File: src/rtl/qspi_pkg.sv
// qspi_pkg: lane modes, transfer direction and FSM encodings shared by the QSPI target and the fx2qspi master.
package qspi_pkg;
  typedef enum logic [1:0] {MODE_SPI = 2'b00, MODE_DPI = 2'b01, MODE_QPI = 2'b10} qspi_mode_e;
  // Direction named from the master's side: OUT = master writes, IN = master reads.
  typedef enum logic {DIR_OUT = 1'b0, DIR_IN = 1'b1} qspi_dir_e;
  typedef enum logic [1:0] {ST_IDLE = 2'd0, ST_ARM = 2'd1, ST_SHIFT = 2'd2} qspi_state_e;
  function automatic qspi_mode_e decode_mode(input logic [1:0] m);
    return m == 2'b01 ? MODE_DPI : m == 2'b10 ? MODE_QPI : MODE_SPI;
  endfunction
  function automatic logic [2:0] last_edge(input qspi_mode_e m);
    return m == MODE_QPI ? 3'd1 : m == MODE_DPI ? 3'd3 : 3'd7;
  endfunction
endpackage

File: src/rtl/qspi_sync_edge.sv
// qspi_sync_edge: multi-flop synchroniser with one-cycle rise/fall pulses taken from the last two stages.
module qspi_sync_edge #(
  parameter int   STAGES  = 2,
  parameter logic RST_VAL = 1'b1
) (
  input  logic clk,
  input  logic rst,
  input  logic d,
  output logic q,
  output logic rise,
  output logic fall
);
  logic [STAGES-1:0] s;
  always_ff @(posedge clk or posedge rst)
    if (rst) s <= {STAGES{RST_VAL}};
    else s <= {s[STAGES-2:0], d};
  assign q    = s[STAGES-1];
  assign rise = s[STAGES-2] & ~s[STAGES-1];
  assign fall = ~s[STAGES-2] & s[STAGES-1];
endmodule

File: src/rtl/qspi_target.sv
// qspi_target: oversampled SPI/DPI/QPI mode-3 responder exchanging bytes over rx/tx valid-ready handshakes.
module qspi_target
  import qspi_pkg::*;
#(
  parameter int         SYNC_STAGES = 2,
  parameter logic [7:0] IDLE_BYTE   = 8'hFF
) (
  input  logic        FX_IFCLK,
  input  logic        RST,
  input  logic        SPI_CS,
  input  logic        SPI_CLK,
  input  logic [3:0]  SPI_IO_I,
  output logic [3:0]  SPI_IO_O,
  output logic [3:0]  SPI_IO_OE,
  input  logic [1:0]  cfg_mode,
  input  logic        cfg_dir,
  output logic [7:0]  rx_data,
  output logic        rx_valid,
  input  logic        rx_ready,
  input  logic [7:0]  tx_data,
  input  logic        tx_valid,
  output logic        tx_ready,
  output logic        cs_active,
  output logic [11:0] byte_cnt,
  output logic        rx_overrun,
  output logic        tx_underrun
);
  logic cs_sync, cs_rise, cs_fall, clk_sync, clk_rise, clk_fall;
  qspi_state_e state, state_nxt;
  qspi_mode_e act_mode;
  qspi_dir_e act_dir;
  logic [2:0] edge_cnt;
  logic [7:0] sin, sin_nxt, sout, sout_nxt, tx_hold, load_byte;
  logic [3:0] oe_mode;
  logic tx_full, arm, active, rx_en, last, done, load, shift, tx_acc;
  logic unused_ok;
  qspi_sync_edge #(.STAGES(SYNC_STAGES), .RST_VAL(1'b1)) u_cs (
    .clk(FX_IFCLK), .rst(RST), .d(SPI_CS), .q(cs_sync), .rise(cs_rise), .fall(cs_fall)
  );
  qspi_sync_edge #(.STAGES(SYNC_STAGES), .RST_VAL(1'b1)) u_clk (
    .clk(FX_IFCLK), .rst(RST), .d(SPI_CLK), .q(clk_sync), .rise(clk_rise), .fall(clk_fall)
  );
  assign unused_ok = ^{cs_rise, cs_fall, clk_sync};
  always_ff @(posedge FX_IFCLK or posedge RST)
    if (RST) state <= ST_IDLE;
    else state <= state_nxt;
  always_comb begin
    state_nxt = state == ST_IDLE ? (cs_sync ? ST_IDLE : ST_ARM) :
                state == ST_ARM ? ST_SHIFT : (cs_sync ? ST_IDLE : ST_SHIFT);
    arm       = state == ST_ARM;
    active    = state == ST_SHIFT && !cs_sync;
    rx_en     = act_mode == MODE_SPI || act_dir == DIR_OUT;
    last      = edge_cnt == last_edge(act_mode);
    done      = active && clk_rise && last;
    // Byte 0 was already loaded at ARM, so its first fall must not consume another byte.
    load      = arm || (active && clk_fall && edge_cnt == 3'd0 && byte_cnt != 12'd0);
    shift     = active && clk_fall && edge_cnt != 3'd0;
    tx_acc    = tx_valid && !tx_full;
    load_byte = tx_full ? tx_hold : IDLE_BYTE;
    sin_nxt   = !rx_en ? sin :
                act_mode == MODE_QPI ? {sin[3:0], SPI_IO_I} :
                act_mode == MODE_DPI ? {sin[5:0], SPI_IO_I[1:0]} : {sin[6:0], SPI_IO_I[0]};
    sout_nxt  = act_mode == MODE_QPI ? {sout[3:0], 4'h0} :
                act_mode == MODE_DPI ? {sout[5:0], 2'b00} : {sout[6:0], 1'b0};
    SPI_IO_O  = act_mode == MODE_QPI ? sout[7:4] :
                act_mode == MODE_DPI ? {2'b00, sout[7:6]} : {2'b00, sout[7], 1'b0};
    oe_mode   = act_mode == MODE_SPI ? 4'b0010 : act_dir == DIR_OUT ? 4'b0000 :
                act_mode == MODE_DPI ? 4'b0011 : 4'b1111;
    // Raw CS gating releases the bus without waiting for the synchroniser.
    SPI_IO_OE = state == ST_SHIFT && !SPI_CS ? oe_mode : 4'b0000;
    tx_ready  = !tx_full;
    cs_active = !cs_sync;
  end
  always_ff @(posedge FX_IFCLK or posedge RST)
    if (RST) begin
      act_mode    <= MODE_SPI;
      act_dir     <= DIR_OUT;
      edge_cnt    <= 3'd0;
      byte_cnt    <= 12'd0;
      sin         <= 8'h00;
      sout        <= 8'h00;
      rx_data     <= 8'h00;
      rx_valid    <= 1'b0;
      tx_hold     <= 8'h00;
      tx_full     <= 1'b0;
      rx_overrun  <= 1'b0;
      tx_underrun <= 1'b0;
    end else begin
      if (arm) begin
        act_mode <= decode_mode(cfg_mode);
        act_dir  <= qspi_dir_e'(cfg_dir);
      end
      edge_cnt <= !active ? 3'd0 : clk_rise ? (last ? 3'd0 : edge_cnt + 3'd1) : edge_cnt;
      byte_cnt <= !active ? 12'd0 : done && byte_cnt != 12'hFFF ? byte_cnt + 12'd1 : byte_cnt;
      if (active && clk_rise) sin <= sin_nxt;
      sout <= load ? load_byte : shift ? sout_nxt : sout;
      if (done && rx_en) begin
        rx_data  <= sin_nxt;
        rx_valid <= 1'b1;
      end else if (rx_valid && rx_ready) rx_valid <= 1'b0;
      rx_overrun  <= (rx_overrun && !arm) || (done && rx_en && rx_valid && !rx_ready);
      tx_underrun <= (tx_underrun && !arm) || (load && !tx_full);
      if (tx_acc) tx_hold <= tx_data;
      tx_full <= tx_acc || (tx_full && !load);
    end
endmodule

File: config.mk
export PLATFORM = sky130hd
export DESIGN_NAME = qspi_target
export DESIGN_NICKNAME = d
export VERILOG_FILES = /design/src/rtl/qspi_pkg.sv /design/src/rtl/qspi_sync_edge.sv /design/src/rtl/qspi_target.sv
export SDC_FILE = /design/constraint.sdc
export NUM_CORES = 1
export LEC_CHECK = 0
export BUFFER_PORTS_ARGS = -buffer_cell sky130_fd_sc_hd__buf_2
export CELL_PAD_IN_SITES_DETAIL_PLACEMENT = 0
export CELL_PAD_IN_SITES_GLOBAL_PLACEMENT = 1
export CORE_MARGIN = 10
export CORE_UTILIZATION = 46
export CTS_CLUSTER_DIAMETER = 40
export DETAILED_ROUTE_END_ITERATION = 7
export PLACE_DENSITY_LB_ADDON = 0.1
export SLEW_MARGIN = 20
export SYNTH_ARGS = -nofsm -noshare
export SYNTH_HDL_FRONTEND = slang
export SYNTH_HIERARCHICAL = 1
export SYNTH_SLANG_ARGS = --single-unit
File: constraint.sdc
create_clock -name FX_IFCLK -period 5.4 [get_ports FX_IFCLK]
set_input_delay 0.54 -clock FX_IFCLK [delete_from_list [all_inputs] [get_ports FX_IFCLK]]
set_output_delay 0.54 -clock FX_IFCLK [all_outputs]
set_load 0.02 [all_outputs]
==> key figures, run 1 <==
Status
  • Status: complete, no violations

Route
  • Via Count: around 2.3k
  • Routed len/inst: 14.8 um
  • Vias per cell: approximately 5.3
  • Final ANT Viol Nets: 0
  • DRC: 0
  • Iter 0 DRT Violations: 61
  • Detailed Route WL: 6420 um
  • Pre-antenna DRT Iters: 4

Flow run
  • Max-Cap Viols: 0

Timing
  • Final period utilization: 0.492
  • Worst rel slew slack: 0.396
  • Fmax: 376 MHz
  • Clock Skews: 0.0104 ns
  • Final Hold Violating Endpoints: 0
  • Final Max Tran Viols: 0
  • RSZ-0062 raised after global routing: false
  • Setup TNS: 0 ns
  • Period minus WS final: 2.66 ns
  • Final Setup Violations: 0
  • Worst-margin pin slew: 0.897 ns

Placed design
  • GPL Wtd Cong: 0.752
  • I/O Buffers: 53
  • DP Wirelength: 4640 um

Worst hold path
  • Hold/Removal Path Class: in -> async

Floorplanning
  • Die area: between 10000 and 15000 um2
  • # IOs: 54
  • Area of the core: 6350 um2
  • Die Wd: between 100 and 150 um
  • Initial Utilization: 0.473
  • Die H: just over 100 um
  • Row cnt: 29

Clocking
  • Root Driver: clkbuf_8
  • Clock Latency Late Sink: between 0.3 and 0.4 ns
  • CTS tree: built
  • H-tree lvl count: 3
  • PostCTS Resize Cnt: 0
  • Post-CTS Setup Bufs: 0
  • Hold-fix buffers, CTS: 0
  • Clock-pin slew on the worst setup and hold paths: ~0.060 ns
  • CTS buffer count: 9
  • Deepest clock path buffer count: 2
  • CTS sink count: a little under 60

Pwr
  • Worst VDD drop: 0.214 mV
  • Leakage power: 1.59 nW
  • PwrDens: 438 nW/um2

GRT
  • Initial antenna violation count: 0
  • Global-route wire length before repair: approximately 11000 um
  • Total Routing Usage GR: 0.135
  • Vias in the first global route: 2322
  • Largest net degree at the start of global routing: 56
  • Grt ovf: 0

Setup path
  • Crit Path Class: reg -> out
  • Worst-path cell chain: inv_1, ha_1, mux2_2, buf_2
  • CP arrival: 2.12 ns
  • Crit path max-delay cell type: ha_1
  • Worst EP required: between 4 and 5 ns
  • CP max FO: 28
  • Startpoint Class: flop
  • Worst setup EP type: output port
  • Max incr delay on CP: 0.73 ns

Layout
  • Layout Utilization: 0.553
  • P&R area growth vs syn: 16.8%
  • Inserted Diodes: 0
  • Filler Cell Count: 618
  • Layout cells sized above 1: 0.258
  • # nets final: between 300 and 400

Yosys
  • Syn nets: roughly 330
  • Mapped cell area: 3010 um2
  • Mapped Avg Cell Area: around 10 um2
  • Post-Synthesis Cells: approximately 300
  • Ys Warns: 6
-- path summary, 6_finish.rpt --
path	from	to	slack, ns	cells past startpoint
worst max-delay path	act_mode[0]$_DFFE_PP0P_	SPI_IO_O[1]	2.74	4
worst min-delay path	RST	u_clk/s[0]$_DFF_PP1_	0.24	2
worst max register to register	act_mode[0]$_DFFE_PP0P_	byte_cnt[6]$_DFFE_PP0P_	2.80	7
worst min register to register	u_cs/s[0]$_DFF_PP1_	u_cs/s[1]$_DFF_PP1_	0.36	0
max in group asynchronous	RST	byte_cnt[5]$_DFFE_PP0P_	4.51	3
min in group FX_IFCLK	SPI_CLK	u_clk/s[0]$_DFF_PP1_	0.31	1
-- placed cells by master, fill, tap and decap left out, types with 2 or more instances in the layout --
| cell | count |
|---|---|
| a21oi_1 | 10 |
| a22o_1 | 2 |
| a22oi_1 | 6 |
| and2_1 | 6 |
| and3_1 | 3 |
| buf_2 | 53 |
| clkbuf_1 | 2 |
| clkbuf_8 | 12 |
| dfrtp_1 | 55 |
| dfstp_2 | 4 |
| ha_1 | 7 |
| inv_1 | 11 |
| mux2_2 | 13 |
| mux2i_1 | 12 |
| nand2_1 | 39 |
| nand2b_1 | 6 |
| nand3_1 | 9 |
| nand3b_1 | 3 |
| nand4_1 | 2 |
| nor2_1 | 21 |
| nor2b_1 | 4 |
| nor3_1 | 4 |
| nor3b_1 | 2 |
| nor4_1 | 6 |
| o21ai_0 | 26 |
| o21ai_1 | 7 |
| xnor2_1 | 9 |
-- routing by layer --
layer | track usage | vias up | part of all wire
li1 | - | 1143 | -
met5 | 0 | - | 0
met3 | 0.0473 | 10 | 0.052
met4 | 0.0489 | 0 | 0.015
met1 | 0.166 | 1091 | 0.45
met2 | 0.214 | 32 | 0.48
-- area by class of cell --
class	instances	area, um2	share of cell area
clock buffers	14	173	0.0492
clock inverters	2	35.0	0.00998
inverters	12	45.0	0.0128
multi-input cells	215	1410	0.401
flip-flops and latches	59	1480	0.422
well taps	77	96.3	0.0274
repair buffers	54	273	0.0777
-- power by group --
part	switching [W]	leakage, nW	internal (W)
Sequential	0.0000899	0.725	0.000551
Combinational	0.000270	0.758	0.000209
Clock	0.000166	0.107	0.000251
-- registers in the layout, summed over array words and instances (netlist names), 2 cells and up --
| signal | cells |
|---|---|
| byte_cnt | 12 |
| rx_data | 8 |
| sout | 8 |
| tx_hold | 8 |
| sin | 7 |
| edge_cnt | 3 |
| act_mode | 2 |
| state | 2 |
| u_clk/s | 2 |
| u_cs/s | 2 |
-- critical path: cells and delay by family, from the launching register on --
kind	cells	cell delay (ns)
buffers and inverters	2	0.25
DFF	1	0.40
muxes	1	0.41
adders and majority gates	1	0.73
-- through the flow --
stage                     std cells  area [um2]  hold slack [ns]  total power [W]  setup WS (ns)
final                           433        3510            0.243          0.00154           2.74
after global routing            433        3510            0.249          0.00166           2.52
after floorplan                 301        3010            0.345          0.00102           3.03
after global placement          417        3300            0.349          0.00113           2.84
after detailed placement        417        3300            0.348          0.00114           2.75
after CTS                       433        3510            0.238          0.00156           2.69
No activity file was read; power rests on OpenSTA's default activity.
==> run 2: changes to the inputs <==
ABC_AREA = 1   (was not set)
CORE_UTILIZATION = 41   (was 46)
clock period = 2.7 ns   (was 5.4 ns; I/O delays follow)
==> run 2 against run 1 <==
Routed wire length rose by 28%. Non-clock buffer count is 4 higher. Worst hold slack worse by 0.20 ns. Largest cell class unchanged. Clock power rose by 140%. First-iteration DRC count rose by 31%. Sequential power increased by 97%.
==> key figures, run 2 <==
Yosys
  • Mapped cell area: 3220 um2
  • Syn nets: between 400 and 500
  • Post-Synthesis Cells: 421
  • Ys Warns: 6
  • Mapped Avg Cell Area: 7.65 um2

Clocking
  • H-tree lvl count: 3
  • Clock Latency Late Sink: 0.33 ns
  • CTS sink count: 59
  • Deepest clock path buffer count: 2
  • PostCTS Resize Cnt: 0
  • Post-CTS Setup Bufs: 0
  • Hold-fix buffers, CTS: 1
  • Clock-pin slew on the worst setup and hold paths: approximately 0.07 ns
  • CTS buffer count: 9
  • CTS tree: built
  • Root Driver: clkbuf_8

Timing
  • Worst rel slew slack: 0.559
  • Clock Skews: between 0.004 and 0.005 ns
  • Final period utilization: 0.921
  • Final Hold Violating Endpoints: 0
  • Final Setup Violations: 0
  • Period minus WS final: 2.49 ns
  • Final Max Tran Viols: 0
  • RSZ-0062 raised after global routing: false
  • Fmax: 402 MHz
  • Setup TNS: 0 ns
  • Worst-margin pin slew: 0.662 ns
  • Worst Hold Slack: 0.0408 ns

Floorplanning
  • # IOs: between 50 and 60
  • Initial Utilization: 0.419
  • Die Wd: 109 um
  • Die H: 109 um
  • Row cnt: 32
  • Die area: 11800 um2
  • Area of the core: 7690 um2

Pwr
  • Switching share of power: 0.372
  • NetSw: 0.00125 W
  • Worst VDD drop: 0.343 mV
  • PwrDens: slightly below 900 nW/um2
  • Leakage power: a little over 2 nW
  • Clock Power Share: 0.298
  • Internal cell power: 0.00211 W
  • Seq pwr share: 0.377
  • Comb pwr share: 0.325

Route
  • Vias per cell: 4.89
  • DRC: 0
  • Iter 0 DRT Violations: 80
  • Detailed Route WL: just over 8000 um
  • Final ANT Viol Nets: 0
  • Via Count: 2867
  • Routed len/inst: ~14 um
  • Pre-antenna DRT Iters: 4

Layout
  • Most common cell after layout, fill and taps aside: nand2_1
  • Layout cells sized above 1: 0.198
  • Largest register by flop count: byte_cnt
  • # nets final: 507
  • P&R area growth vs syn: 19.2%
  • Inserted Diodes: 0
  • Largest register FFs: 12
  • Most frequent cells in the layout: nand2_1 (111), inv_1 (56), dfrtp_1 (55), buf_2 (53), nor2_1 (51)

Worst hold path
  • Worst hold start: SPI_CLK
  • Hold/Removal Path Class: in -> reg

Placed design
  • DP Wirelength: 6050 um
  • GPL Wtd Cong: 0.863
  • I/O Buffers: 53

Status
  • Status: complete, no violations

GRT
  • Largest net degree at the start of global routing: 51
  • Grt ovf: 0
  • Total Routing Usage GR: 0.144
  • Global-route wire length before repair: between 10000 and 15000 um
  • Vias in the first global route: 2817
  • Initial antenna violation count: 0

Setup path
  • Crit path top cell by count: inv_1
  • Crit path buf inv count: 4
  • Crit path max-delay cell type: ha_1
  • Worst setup EP type: output port
  • Startpoint Class: flop
  • Max incr delay on CP: between 0.4 and 0.5 ns
  • CP arrival: 2.22 ns
  • Worst-path cell chain: inv_1, ha_1, inv_1, nand2_1, inv_1, nand2_1, o21ai_0, buf_2
  • Worst r2r src: act_mode[0]$_DFFE_PP0P_
  • Crit Path Class: reg -> out
  • CP max FO: 14
  • Worst EP required: 2.43 ns
  • CP delay by family, top: buffers and inverters
  • CP startpoint: act_mode[0]$_DFFE_PP0P_

Flow run
  • Max-Cap Viols: 0
-- run 2: final timing paths --
check | end | slack, ns | depth (start not counted)
max | SPI_IO_O[0] | 0.21 | 8
max reg2reg | byte_cnt[1]$_DFFE_PP0P_ | 0.55 | 9
min reg2reg | u_cs/s[1]$_DFF_PP1_ | 0.36 | 0
max in group asynchronous | byte_cnt[1]$_DFFE_PP0P_ | 1.43 | 4
min | u_clk/s[0]$_DFF_PP1_ | 0.04 | 1
min in group asynchronous | byte_cnt[7]$_DFFE_PP0P_ | 0.40 | 3
-- run 2: per-stage QoR --
stage	area, um2	cells	utilization	power [W]	setup slack [ns]
floorplan	3220	421	-	0.00204	0.970
global placement	3590	569	0.467	0.00237	0.650
detailed placement	3590	569	0.467	0.00238	0.550
CTS	3840	586	0.500	0.00339	0.198
global route	3840	586	0.500	0.00361	0.0277
finish	3840	586	0.500	0.00335	0.213
-- run 2: power groups by stage --
stage	sequential (W)	clock, W	combinational [W]
after detailed placement	0.00128	0	0.00110
after floorplan	0.00124	0	0.000807
after CTS	0.00126	0.00102	0.00111
final	0.00126	0.000999	0.00109
after global routing	0.00129	0.00105	0.00126
after global placement	0.00127	0	0.00110
-- run 2: per-layer routing --
metal / global-route usage / vias up / part of all wire / wire [um]
met5: 0 / - / 0 / 0
met1: 0.186 / 1318 / 0.46 / 3780
met2: 0.225 / 66 / 0.46 / 3750
met4: 0.0593 / 0 / 0.014 / 118
met3: 0.0378 / 9 / 0.066 / 542
li1: - / 1474 / - / -
-- run 2: final cells by class --
| type | instances | area (um2) |
|---|---|---|
| clock buffer | 11 | 141 |
| clock inverter | 5 | 100 |
| fill | 798 | 3850 |
| inverter | 59 | 221 |
| multi-input combinational | 292 | 1460 |
| sequential | 59 | 1480 |
| tap | 102 | 128 |
| timing repair buffer | 58 | 305 |
